--- config.mk ---
export PLATFORM = sky130hd
export DESIGN_NAME = mem_req_sched
export DESIGN_NICKNAME = d
export VERILOG_FILES = /design/src/rtl/mem_req_sched.sv
export SDC_FILE = /design/constraint.sdc
export NUM_CORES = 1
export LEC_CHECK = 0
export CAP_MARGIN = 20
export CORE_AREA = 2 2 324 326
export CTS_CLUSTER_DIAMETER = 150
export DETAILED_ROUTE_END_ITERATION = 7
export DIE_AREA = 0 0 326 328
export GPL_TIMING_DRIVEN = 1
export SYNTH_ARGS = -nofsm -noshare
export SYNTH_HDL_FRONTEND = slang
export SYNTH_SLANG_ARGS = --single-unit
--- constraint.sdc ---
create_clock -name clk -period 13.1 [get_ports clk]
set_clock_uncertainty 0.2 [all_clocks]
set_input_delay 3.93 -clock clk [delete_from_list [all_inputs] [get_ports clk]]
set_output_delay 3.93 -clock clk [all_outputs]
set_load 0.05 [all_outputs]
--- src/rtl/mem_req_sched.sv ---
// Round-robin scheduler sharing one MC request port among NR cores, with burst lock,
// per-core read-outstanding caps and response steering. Optional MEMSCHED_PERF_EN adds perf counters.
module mem_req_sched #(
  parameter int NR     = 4,
  parameter int AW     = 48,
  parameter int DW     = 64,
  parameter int TW     = 8,
  parameter int MAXOUT = 15
) (
  input  logic             clk,
  input  logic             reset,
  input  logic [NR-1:0]    req_vld,
  input  logic [NR-1:0]    req_lock,
  input  logic [NR*3-1:0]  req_cmd,
  input  logic [NR*AW-1:0] req_addr,
  input  logic [NR*DW-1:0] req_data,
  input  logic [NR*TW-1:0] req_tid,
  output logic [NR-1:0]    req_rdy,
  output logic             mc_req_vld,
  output logic [2:0]       mc_req_cmd,
  output logic [AW-1:0]    mc_req_addr,
  output logic [DW-1:0]    mc_req_data,
  output logic [31:0]      mc_req_rtnctl,
  input  logic             mc_req_stall,
  input  logic             mc_rsp_push,
  input  logic [31:0]      mc_rsp_rtnctl,
  input  logic [DW-1:0]    mc_rsp_data,
  output logic [NR-1:0]    rsp_vld,
  output logic [TW-1:0]    rsp_tid,
  output logic [DW-1:0]    rsp_data
`ifdef MEMSCHED_PERF_EN
  ,
  output logic [NR*32-1:0] perf_gnt_cnt,
  output logic [31:0]      perf_stall_cnt
`endif
);

  localparam int         IW     = $clog2(NR);
  localparam logic [2:0] CMD_RD = 3'd1;

  logic [IW-1:0] rr_ptr, lock_id, gnt_id, rsp_core;
  logic          lock_vld, gnt_vld, slot_free, accept;
  logic [NR-1:0] elig, cnt_inc, cnt_dec, cnt_zero;
  logic [7:0]    out_cnt [NR];
  logic [2:0]    sel_cmd;
  logic [AW-1:0] sel_addr;
  logic [DW-1:0] sel_data;
  logic [TW-1:0] sel_tid;
  logic          unused_rtnctl;

  assign unused_rtnctl = ^mc_rsp_rtnctl[31:TW+IW];
  assign rsp_core      = mc_rsp_rtnctl[TW +: IW];

  always_comb begin
    for (int i = 0; i < NR; i++) begin
      elig[i]     = req_vld[i] & ~((req_cmd[i*3 +: 3] == CMD_RD) & (out_cnt[i] == 8'(MAXOUT)));
      cnt_zero[i] = (out_cnt[i] == 8'd0);
    end
  end

  // A held lock pins the grant to lock_id even when that core is read-blocked.
  always_comb begin
    gnt_vld = 1'b0;
    gnt_id  = '0;
    if (lock_vld && req_vld[lock_id]) begin
      gnt_vld = elig[lock_id];
      gnt_id  = lock_id;
    end else begin
      for (int k = NR - 1; k >= 0; k--) begin
        if (elig[rr_ptr + IW'(k)]) begin
          gnt_vld = 1'b1;
          gnt_id  = rr_ptr + IW'(k);
        end
      end
    end
  end

  // Handshake: a core's beat transfers in the cycle req_vld[i] & req_rdy[i]; the MC
  // takes mc_req_vld in any cycle mc_req_stall is low, otherwise the register holds.
  assign slot_free = ~mc_req_vld | ~mc_req_stall;
  assign accept    = slot_free & gnt_vld;
  assign req_rdy   = accept ? ({{(NR-1){1'b0}}, 1'b1} << gnt_id) : '0;

  assign sel_cmd  = req_cmd[int'(gnt_id)*3 +: 3];
  assign sel_addr = req_addr[int'(gnt_id)*AW +: AW];
  assign sel_data = req_data[int'(gnt_id)*DW +: DW];
  assign sel_tid  = req_tid[int'(gnt_id)*TW +: TW];

  always_ff @(posedge clk) begin
    if (reset) begin
      mc_req_vld    <= 1'b0;
      mc_req_cmd    <= '0;
      mc_req_addr   <= '0;
      mc_req_data   <= '0;
      mc_req_rtnctl <= '0;
      rr_ptr        <= '0;
      lock_vld      <= 1'b0;
      lock_id       <= '0;
    end else if (accept) begin
      mc_req_vld    <= 1'b1;
      mc_req_cmd    <= sel_cmd;
      mc_req_addr   <= sel_addr;
      mc_req_data   <= sel_data;
      mc_req_rtnctl <= 32'({gnt_id, sel_tid});
      rr_ptr        <= gnt_id + IW'(1);
      lock_vld      <= req_lock[gnt_id];
      lock_id       <= gnt_id;
    end else if (slot_free) begin
      mc_req_vld <= 1'b0;
    end
  end

  always_comb begin
    for (int i = 0; i < NR; i++) begin
      cnt_inc[i] = accept & (gnt_id == IW'(i)) & (sel_cmd == CMD_RD);
      cnt_dec[i] = mc_rsp_push & (rsp_core == IW'(i));
    end
  end

  // Simultaneous increment and decrement cancel; a decrement at zero saturates.
  always_ff @(posedge clk) begin
    for (int i = 0; i < NR; i++) begin
      if (reset)
        out_cnt[i] <= 8'd0;
      else if (cnt_inc[i] && !cnt_dec[i])
        out_cnt[i] <= out_cnt[i] + 8'd1;
      else if (cnt_dec[i] && !cnt_inc[i] && !cnt_zero[i])
        out_cnt[i] <= out_cnt[i] - 8'd1;
    end
  end

`ifndef SYNTHESIS
  a_no_underflow: assert property (@(posedge clk) disable iff (reset)
    (cnt_dec & ~cnt_inc & cnt_zero) == '0);
`endif

  always_ff @(posedge clk) begin
    if (reset) begin
      rsp_vld  <= '0;
      rsp_tid  <= '0;
      rsp_data <= '0;
    end else begin
      rsp_vld <= mc_rsp_push ? ({{(NR-1){1'b0}}, 1'b1} << rsp_core) : '0;
      if (mc_rsp_push) begin
        rsp_tid  <= mc_rsp_rtnctl[TW-1:0];
        rsp_data <= mc_rsp_data;
      end
    end
  end

`ifdef MEMSCHED_PERF_EN
  always_ff @(posedge clk) begin
    if (reset) begin
      perf_gnt_cnt   <= '0;
      perf_stall_cnt <= '0;
    end else begin
      for (int i = 0; i < NR; i++)
        if (accept && gnt_id == IW'(i))
          perf_gnt_cnt[i*32 +: 32] <= perf_gnt_cnt[i*32 +: 32] + 32'd1;
      if (mc_req_vld && mc_req_stall)
        perf_stall_cnt <= perf_stall_cnt + 32'd1;
    end
  end
`endif

endmodule

==> summary.txt, run 1 <==
Outcome
  – Status: finished clean

Timing
  – Final worst slack: 1.13 ns
  – Count of final max-slew check failures: 0
  – Setup violations, final: 0
  – F_max: 0.0835 GHz
  – Final Critical Period: 11.97 ns
  – RSZ-0062 raised after global routing: false
  – Final period util: 0.914
  – Setup TNS: 0 ns
  – Hold slack: 0.264 ns
  – Slew @ Worst Pin: 1.05 ns
  – Max_slew headroom: 0.300
  – Hold Fails Final Rpt: 0

Floorplan
  – Die area: 0.107 mm2
  – Ports: 828
  – Standard-cell row count: 118
  – Die height: 328 um
  – Core ar.: 0.103 mm2
  – Initial core utilization: 0.133
  – Die W: 326 um

Route
  – Vias/cell: 4.13
  – ANT nets after route: 0
  – Pre-antenna DRT Iters: 5
  – Routed len/inst: 20.1 um
  – 1st-iter DRT viols: 947
  – Via count: 16,300
  – DRC viols: 0
  – Wirelength, routed: 79,400 um

Setup path
  – Startpoint types: input port
  – R2R setup slack: 7.32 ns
  – CP Max Fanout: 38
  – CP Capture Type: primary output
  – Required @ worst endpoint: 8.97 ns
  – Crit Path Category: input port to primary output
  – Crit path DAT: 7.84 ns

Place
  – GP Congestion: 0.922
  – Worst slack, placed: 1.13 ns
  – Port Buffers: 783
  – Dpl cells: 3,880
  – Dpl hpwl: 61,700 um

Synth
  – Mean Syn Cell Area: 7.39 um2
  – Synth Warn #: 0
  – Post-synthesis sequential area ratio: 0.370
  – Ys async rst share: 0
  – Synthesized area: 0.0137 mm2
  – Area contributors post-synth: dfxtp_1 30%, nand2_1 14%, a311oi_1 7.9%
  – Syn Inst Count: 1,851
  – Distinct cells, synth: 76
  – Number of synthesized flops with an enable pin: 32
  – Synth Register Bits: 237
  – Synth top area share: 0.300
  – Area leader, netlist: dfxtp_1
  – Prevailing post-synth register cell: dfxtp_1

Clock network
  – Clk_lat worst skew: 0.56 ns
  – TritonCTS clock tree: built
  – Clk sink count: 237
  – Post-CTS setup buffers: 0
  – Htree depth: 2
  – Hold buffers post-CTS: 0
  – Root Driver: clkbuf_16
  – CTS Buf Count: 34
  – Clock transition at path regs: 0.05 ns
  – Clock Tree Buf Depth: 3
  – PostCTS Resize Cnt: 0

Global routing
  – Largest net degree at the start of global routing: 78
  – Vias in the first global route: 15,600
  – Initial antenna violation count: 26
  – Grt ovf: 0
  – GR Util All Layers: 0.140
  – First-pass GRT wire length: 110,000 um

Job
  – Max-cap violations: 0

Min path
  – HP Class: register to register

Layout
  – Non-Filler Instances: 3,946
  – Final layout net count: 3,154
  – Synth-to-Final Area Change: 74.7%
  – Fraction of layout instances using a drive strength above 1: 0.0394
  – Fillers: 11,400
  – Fin util: 0.232
  – Commonest non-fill, non-tap cell in the layout: clkdlybuf4s50_1
  – Most frequent cells in the layout: 781 x clkdlybuf4s50_1, 527 x nand2_1, 230 x nor2_1

Pwr
  – VDD IR-drop max: 0.000123 V
  – Power density over cell area: 203 mW/mm2
  – Leakage Power: 9.24 nW
==> state kept, by name, indices dropped and copies added (netlist names) <==
| register | cells |
|---|---|
| mc_req_data | 64 |
| rsp_data | 64 |
| mc_req_addr | 48 |
| out_cnt | 32 |
| mc_req_rtnctl | 8 |
| rsp_tid | 8 |
| rsp_vld | 4 |
| mc_req_cmd | 3 |
| lock_id | 2 |
| rr_ptr | 2 |
| lock_vld | 1 |
| mc_req_vld | 1 |
==> through the flow <==
stage,power [W],area (um2)
after global placement,0.00386,22700
after detailed placement,0.00387,22700
after global routing,0.00515,23900
final,0.00485,23900
after floorplan,0.00286,13800
after CTS,0.00491,23900
==> metal layers <==
| layer | global-route usage | wire length (um) |
|---|---|---|
| met3 | 0.0492 | 7400 |
| met4 | 0.0579 | 2990 |
| met5 | 0 | 192 |
| met2 | 0.224 | 36200 |
| met1 | 0.170 | 32600 |
==> synth_stat cells (all sizes together), types with 3 or more instances <==
cell     count
edfxtp      32
nor2       230
xor2         4
clkbuf     113
dfxtp      205
nand2      527
a41oi        3
nor2b        3
a31oi        3
mux2i       74
buf         61
nand4        4
inv         21
nand3       19
o221ai       5
and2         4
a311oi     124
a221oi       7
a22oi        5
nor4         6
and3       129
and4         3
or4          4
a21o         3
o21ai       20
o31ai        4
ha          16
or3b         3
o22ai        4
o221a        3
nand2b       4
a2bb2oi      3
xnor2        9
a21oi      148
or2          4
nor3        11
==> cells by family after synthesis <==
| family | synth area share |
|---|---|
| AND/OR/NAND/NOR | 0.299 |
| AO/OA/AOI/OAI | 0.183 |
| flip-flops | 0.370 |
| buffers and inverters | 0.0640 |
| multiplexers | 0.0585 |
| adder cells (fa/ha/maj) | 0.0161 |
| XOR/XNOR | 0.00832 |
| other | 0.000274 |
==> worst max-delay path, stage by stage <==
cell and delay, ns:
clkdlybuf4s50_1 0.53, or3b_2 0.51, o31ai_1 0.42, o21ai_1 0.15
a211o_4 0.49, inv_6 0.35, ha_1 0.26, and2_1 0.28
clkdlybuf4s50_1 0.90
==> cell type report <==
cell class	instances	area, um2	share of cell area
clock inverter	6	108	0.00450
clock buffer	55	1060	0.0445
timing repair buffer	803	7990	0.334
antenna	4	10.0	0.000419
multi-input combinational	1439	7840	0.328
tap	1380	1730	0.0722
sequential	237	5060	0.212
inverter	22	95.1	0.00398
==> power by group <==
| part | switching, W | internal, W | total [W] |
|---|---|---|---|
| sequential | 0.000124 | 0.000933 | 0.00106 |
| combinational | 0.00185 | 0.000946 | 0.00280 |
| clock | 0.000380 | 0.000613 | 0.000993 |
| total | 0.00236 | 0.00249 | 0.00485 |
==> path summary, 6_finish.rpt <==
path                       from            end  cells after the start
hold reg to reg   mc_req_cmd[0]  mc_req_cmd[0]                      2
hold / removal    mc_req_cmd[0]  mc_req_cmd[0]                      2
setup reg to reg  out_cnt[3][4]  out_cnt[2][7]                     20
setup / recovery     req_cmd[3]     req_rdy[3]                      9
No activity file was read; power rests on OpenSTA's default activity.
==> run 2, diff against run 1 <==
--- a/config.mk
+++ b/config.mk
@@ -5,6 +5,7 @@
 export SDC_FILE = /design/constraint.sdc
 export NUM_CORES = 1
 export LEC_CHECK = 0
+export ABC_CLOCK_PERIOD_IN_PS = 13100
 export CAP_MARGIN = 20
 export CORE_AREA = 2 2 324 326
 export CTS_CLUSTER_DIAMETER = 150
==> results of run 2 <==
Same layout as run 1: the final DEF is identical, and so are final timing and power.
==> run 3, diff against run 2 <==
--- a/config.mk
+++ b/config.mk
@@ -5,6 +5,7 @@
 export SDC_FILE = /design/constraint.sdc
 export NUM_CORES = 1
 export LEC_CHECK = 0
+export ABC_AREA = 1
 export ABC_CLOCK_PERIOD_IN_PS = 13100
 export CAP_MARGIN = 20
 export CORE_AREA = 2 2 324 326
==> summary.txt, run 3 <==
Layout
  – Biggest regs: mc_req_data: 64 flops, rsp_data: 64 flops, mc_req_addr: 48 flops
  – Synth-to-Final Area Change: 72.5%
  – Fraction of layout instances using a drive strength above 1: 0.0372 (-0.00218)
  – Commonest non-fill, non-tap cell in the layout: clkdlybuf4s50_1
  – Final layout net count: 3,331 (+5.6%)
  – Seq. cell area: 0.00506 mm2 (unchanged)
  – Most frequent cells in the layout: 782 x clkdlybuf4s50_1, 440 x nor2_1, 432 x o21ai_0
  – Fillers: 11,400 (+0.088%)
  – Area of the multi-input gates: 0.00752 mm2 (-4.1%)

Clock network
  – Clk_lat worst skew: 0.58 ns (+0.02 ns)
  – Clock Tree Buf Depth: 3 (unchanged)
  – Post-CTS setup buffers: 0 (unchanged)
  – Clk sink count: 237 (unchanged)
  – Htree depth: 2 (unchanged)
  – TritonCTS clock tree: built
  – Hold buffers post-CTS: 0 (unchanged)
  – CTS Buf Count: 34 (unchanged)
  – PostCTS Resize Cnt: 0 (unchanged)
  – Root Driver: clkbuf_16
  – Clock transition at path regs: 0.05 ns (about the same)

Setup path
  – Reg2reg start: out_cnt[3][0]
  – R2R setup slack: 7.68 ns (+0.36 ns)
  – Buf+Inv Stages, Crit Path: 5 (+2)
  – Required @ worst endpoint: 8.97 ns (about the same)
  – Worst reg2reg path depth: 27 (+35%)
  – Worst path slowest cell: clkdlybuf4s50_1
  – Startpoint types: input port
  – Crit path DAT: 7.45 ns (-0.39 ns)
  – Crit Path Category: input port to primary output
  – R2r endpoint: out_cnt[2][7]
  – Top delay family on crit path: buffers and inverters
  – CP Cell Sequence: clkdlybuf4s50_1 -> inv_1 -> nand3_1 -> nor2_1 -> nand2_1 -> a21oi_1 -> o311ai_0 -> nand3_4 -> inv_4 -> nand2_1 -> inv_1 -> clkdlybuf4s50_1
  – CP Capture Type: primary output
  – Slowest stage delay, CP: 0.80 ns (-0.10 ns)
  – CP Max Fanout: 45 (+18%)

Timing
  – Final worst slack: 1.52 ns (+0.391 ns)
  – F_max: 0.0864 GHz (+3.4%)
  – Final period util: 0.884 (-0.0299)
  – Setup violations, final: 0 (unchanged)
  – Hold slack: 0.296 ns (+0.0319 ns)
  – Slew @ Worst Pin: 1.19 ns (+0.143 ns)
  – Max_slew headroom: 0.206 (-0.0935)
  – RSZ-0062 raised after global routing: false
  – Final Critical Period: 11.58 ns (-0.391 ns)
  – Setup TNS: 0 ns (unchanged)
  – Hold Fails Final Rpt: 0 (unchanged)
  – Count of final max-slew check failures: 0 (unchanged)

Floorplan
  – Ports: 828 (unchanged)
  – Standard-cell row count: 118 (unchanged)
  – Initial core utilization: 0.136 (+0.00312)
  – Die area: 0.107 mm2 (unchanged)
  – Core ar.: 0.103 mm2 (unchanged)
  – Die W: 326 um (unchanged)
  – Die height: 328 um (unchanged)

Pwr
  – Power density over cell area: 253 mW/mm2 (+25%)
  – VDD IR-drop max: 0.000247 V (+100%)
  – Leakage Power: 9.91 nW (+7.3%)

Synth
  – Area contributors post-synth: dfxtp_1 29%, o21ai_0 15%, nor2_1 12%
  – Prevailing post-synth register cell: dfxtp_1
  – Area leader, netlist: dfxtp_1
  – Post-synthesis sequential area ratio: 0.362 (-0.00850)
  – Commonest cells in the netlist: 440 x nor2_1, 432 x o21ai_0, 205 x dfxtp_1, 176 x inv_1
  – Mean Syn Cell Area: 6.90 um2 (-6.7%)
  – Synth top area share: 0.293 (-0.00689)
  – Synth Warn #: 0 (unchanged)
  – Number of synthesized flops with an enable pin: 32 (unchanged)
  – Syn Inst Count: 2,030 (+9.7%)
  – Top-count cell post-synth: nor2_1
  – Ys async rst share: 0 (unchanged)
  – Synth Register Bits: 237 (unchanged)
  – Synthesized area: 0.0140 mm2 (+2.4%)
  – Distinct cells, synth: 45 (-41%)

Route
  – Routed len/inst: 18.5 um (-8.1%)
  – ANT nets after route: 0 (unchanged)
  – Vias/cell: 4.09 (-0.78%)
  – 1st-iter DRT viols: 840 (-11%)
  – Pre-antenna DRT Iters: 5 (unchanged)
  – Wirelength, routed: 76,200 um (-3.9%)
  – Via count: 16,900 (+3.7%)
  – DRC viols: 0 (unchanged)

Job
  – Max-cap violations: 0 (unchanged)

Min path
  – WHS Path Cells: 2 (unchanged)
  – HP Class: register to register
  – WHS Endpoint: rsp_data[60]
  – Hold Crit Start: rsp_data[60]

Global routing
  – GR Util All Layers: 0.135 (-0.00464)
  – Vias in the first global route: 16,600 (+6.9%)
  – GR Util met1: 0.154 (-0.0160)
  – M3 GR Usage: 0.0471 (-0.00211)
  – Grt ovf: 0 (unchanged)
  – First-pass GRT wire length: 109,000 um (-1.4%)
  – Largest net degree at the start of global routing: 126 (+62%)
  – Met2 GRT Util: 0.230 (+0.00554)
  – Initial antenna violation count: 27 (+3.8%)
  – Most Used Layer, Global Route: met2

Outcome
  – Status: finished clean

Place
  – Worst slack, placed: 1.49 ns (+0.361 ns)
  – Port Buffers: 783 (unchanged)
  – Dpl hpwl: 58,000 um (-6.0%)
  – GP Congestion: 0.887 (-3.9%)
-- run 3: stage by stage --
stage / utilization / cells / power, W / instance area (um2)
after CTS: 0.234 / 4119 / 0.00621 / 24100
after global routing: 0.234 / 4122 / 0.00657 / 24100
final: 0.234 / 4125 / 0.00612 / 24200
after detailed placement: 0.223 / 4058 / 0.00520 / 23000
after floorplan: - / 2051 / 0.00374 / 14100
after global placement: 0.223 / 4058 / 0.00519 / 23000
-- run 3: cells by family (layout without fill, tap and decap cells) --
logic type | after synthesis | count (layout) | synth area share
AO/OA/AOI/OAI | 704 | 704 | 0.287
AND/OR/NAND/NOR | 671 | 671 | 0.203
buffers and inverters | 362 | 1050 | 0.109
flip-flops | 237 | 237 | 0.362
XOR/XNOR | 38 | 38 | 0.0238
adder cells (fa/ha/maj) | 17 | 17 | 0.0157
other | 1 | 28 | 0.000268
-- run 3: tightest hold or removal path: cells and delay by family, from the launching register on --
family / cells / cell delay, ns
flip-flops: 1 / 0.32
AO/OA/AOI/OAI: 1 / 0.07
AND/OR/NAND/NOR: 1 / 0.07
-- run 3: how the worst max path moves through the flow --
| stage | end | slack (ns) | cells past startpoint | from |
|---|---|---|---|---|
| after global routing | req_rdy[3] | 1.27 | 19 | req_cmd[1] |
| after global placement | req_rdy[1] | 1.50 | 19 | req_cmd[1] |
| after CTS | req_rdy[3] | 1.48 | 19 | req_cmd[1] |
| after detailed placement | req_rdy[3] | 1.49 | 12 | req_cmd[8] |
| after floorplan | req_rdy[2] | 2.67 | 17 | req_cmd[10] |
| final | req_rdy[3] | 1.52 | 12 | req_cmd[8] |
-- run 3: area by class of cell --
cell class / count / area share
clock buffers: 45 / 0.0390
multi-input cells: 1452 / 0.311
flip-flops and latches: 237 / 0.210
diodes: 6 / 0.000622
repair buffers: 803 / 0.330
well taps: 1380 / 0.0715
inverters: 186 / 0.0299
clock inverters: 16 / 0.00741
-- run 3: power by group --
group / switching, W / total [W] / internal [W]
Clock: 0.000401 / 0.000954 / 0.000553
Combinational: 0.00289 / 0.00409 / 0.00121
Sequential: 0.000117 / 0.00107 / 0.000953
-- run 3: layer usage --
layer,part of all wire,up-vias
li1,-,8172
met1,0.40,7856
met2,0.47,688
met3,0.085,141
met4,0.039,30
met5,0.0026,-
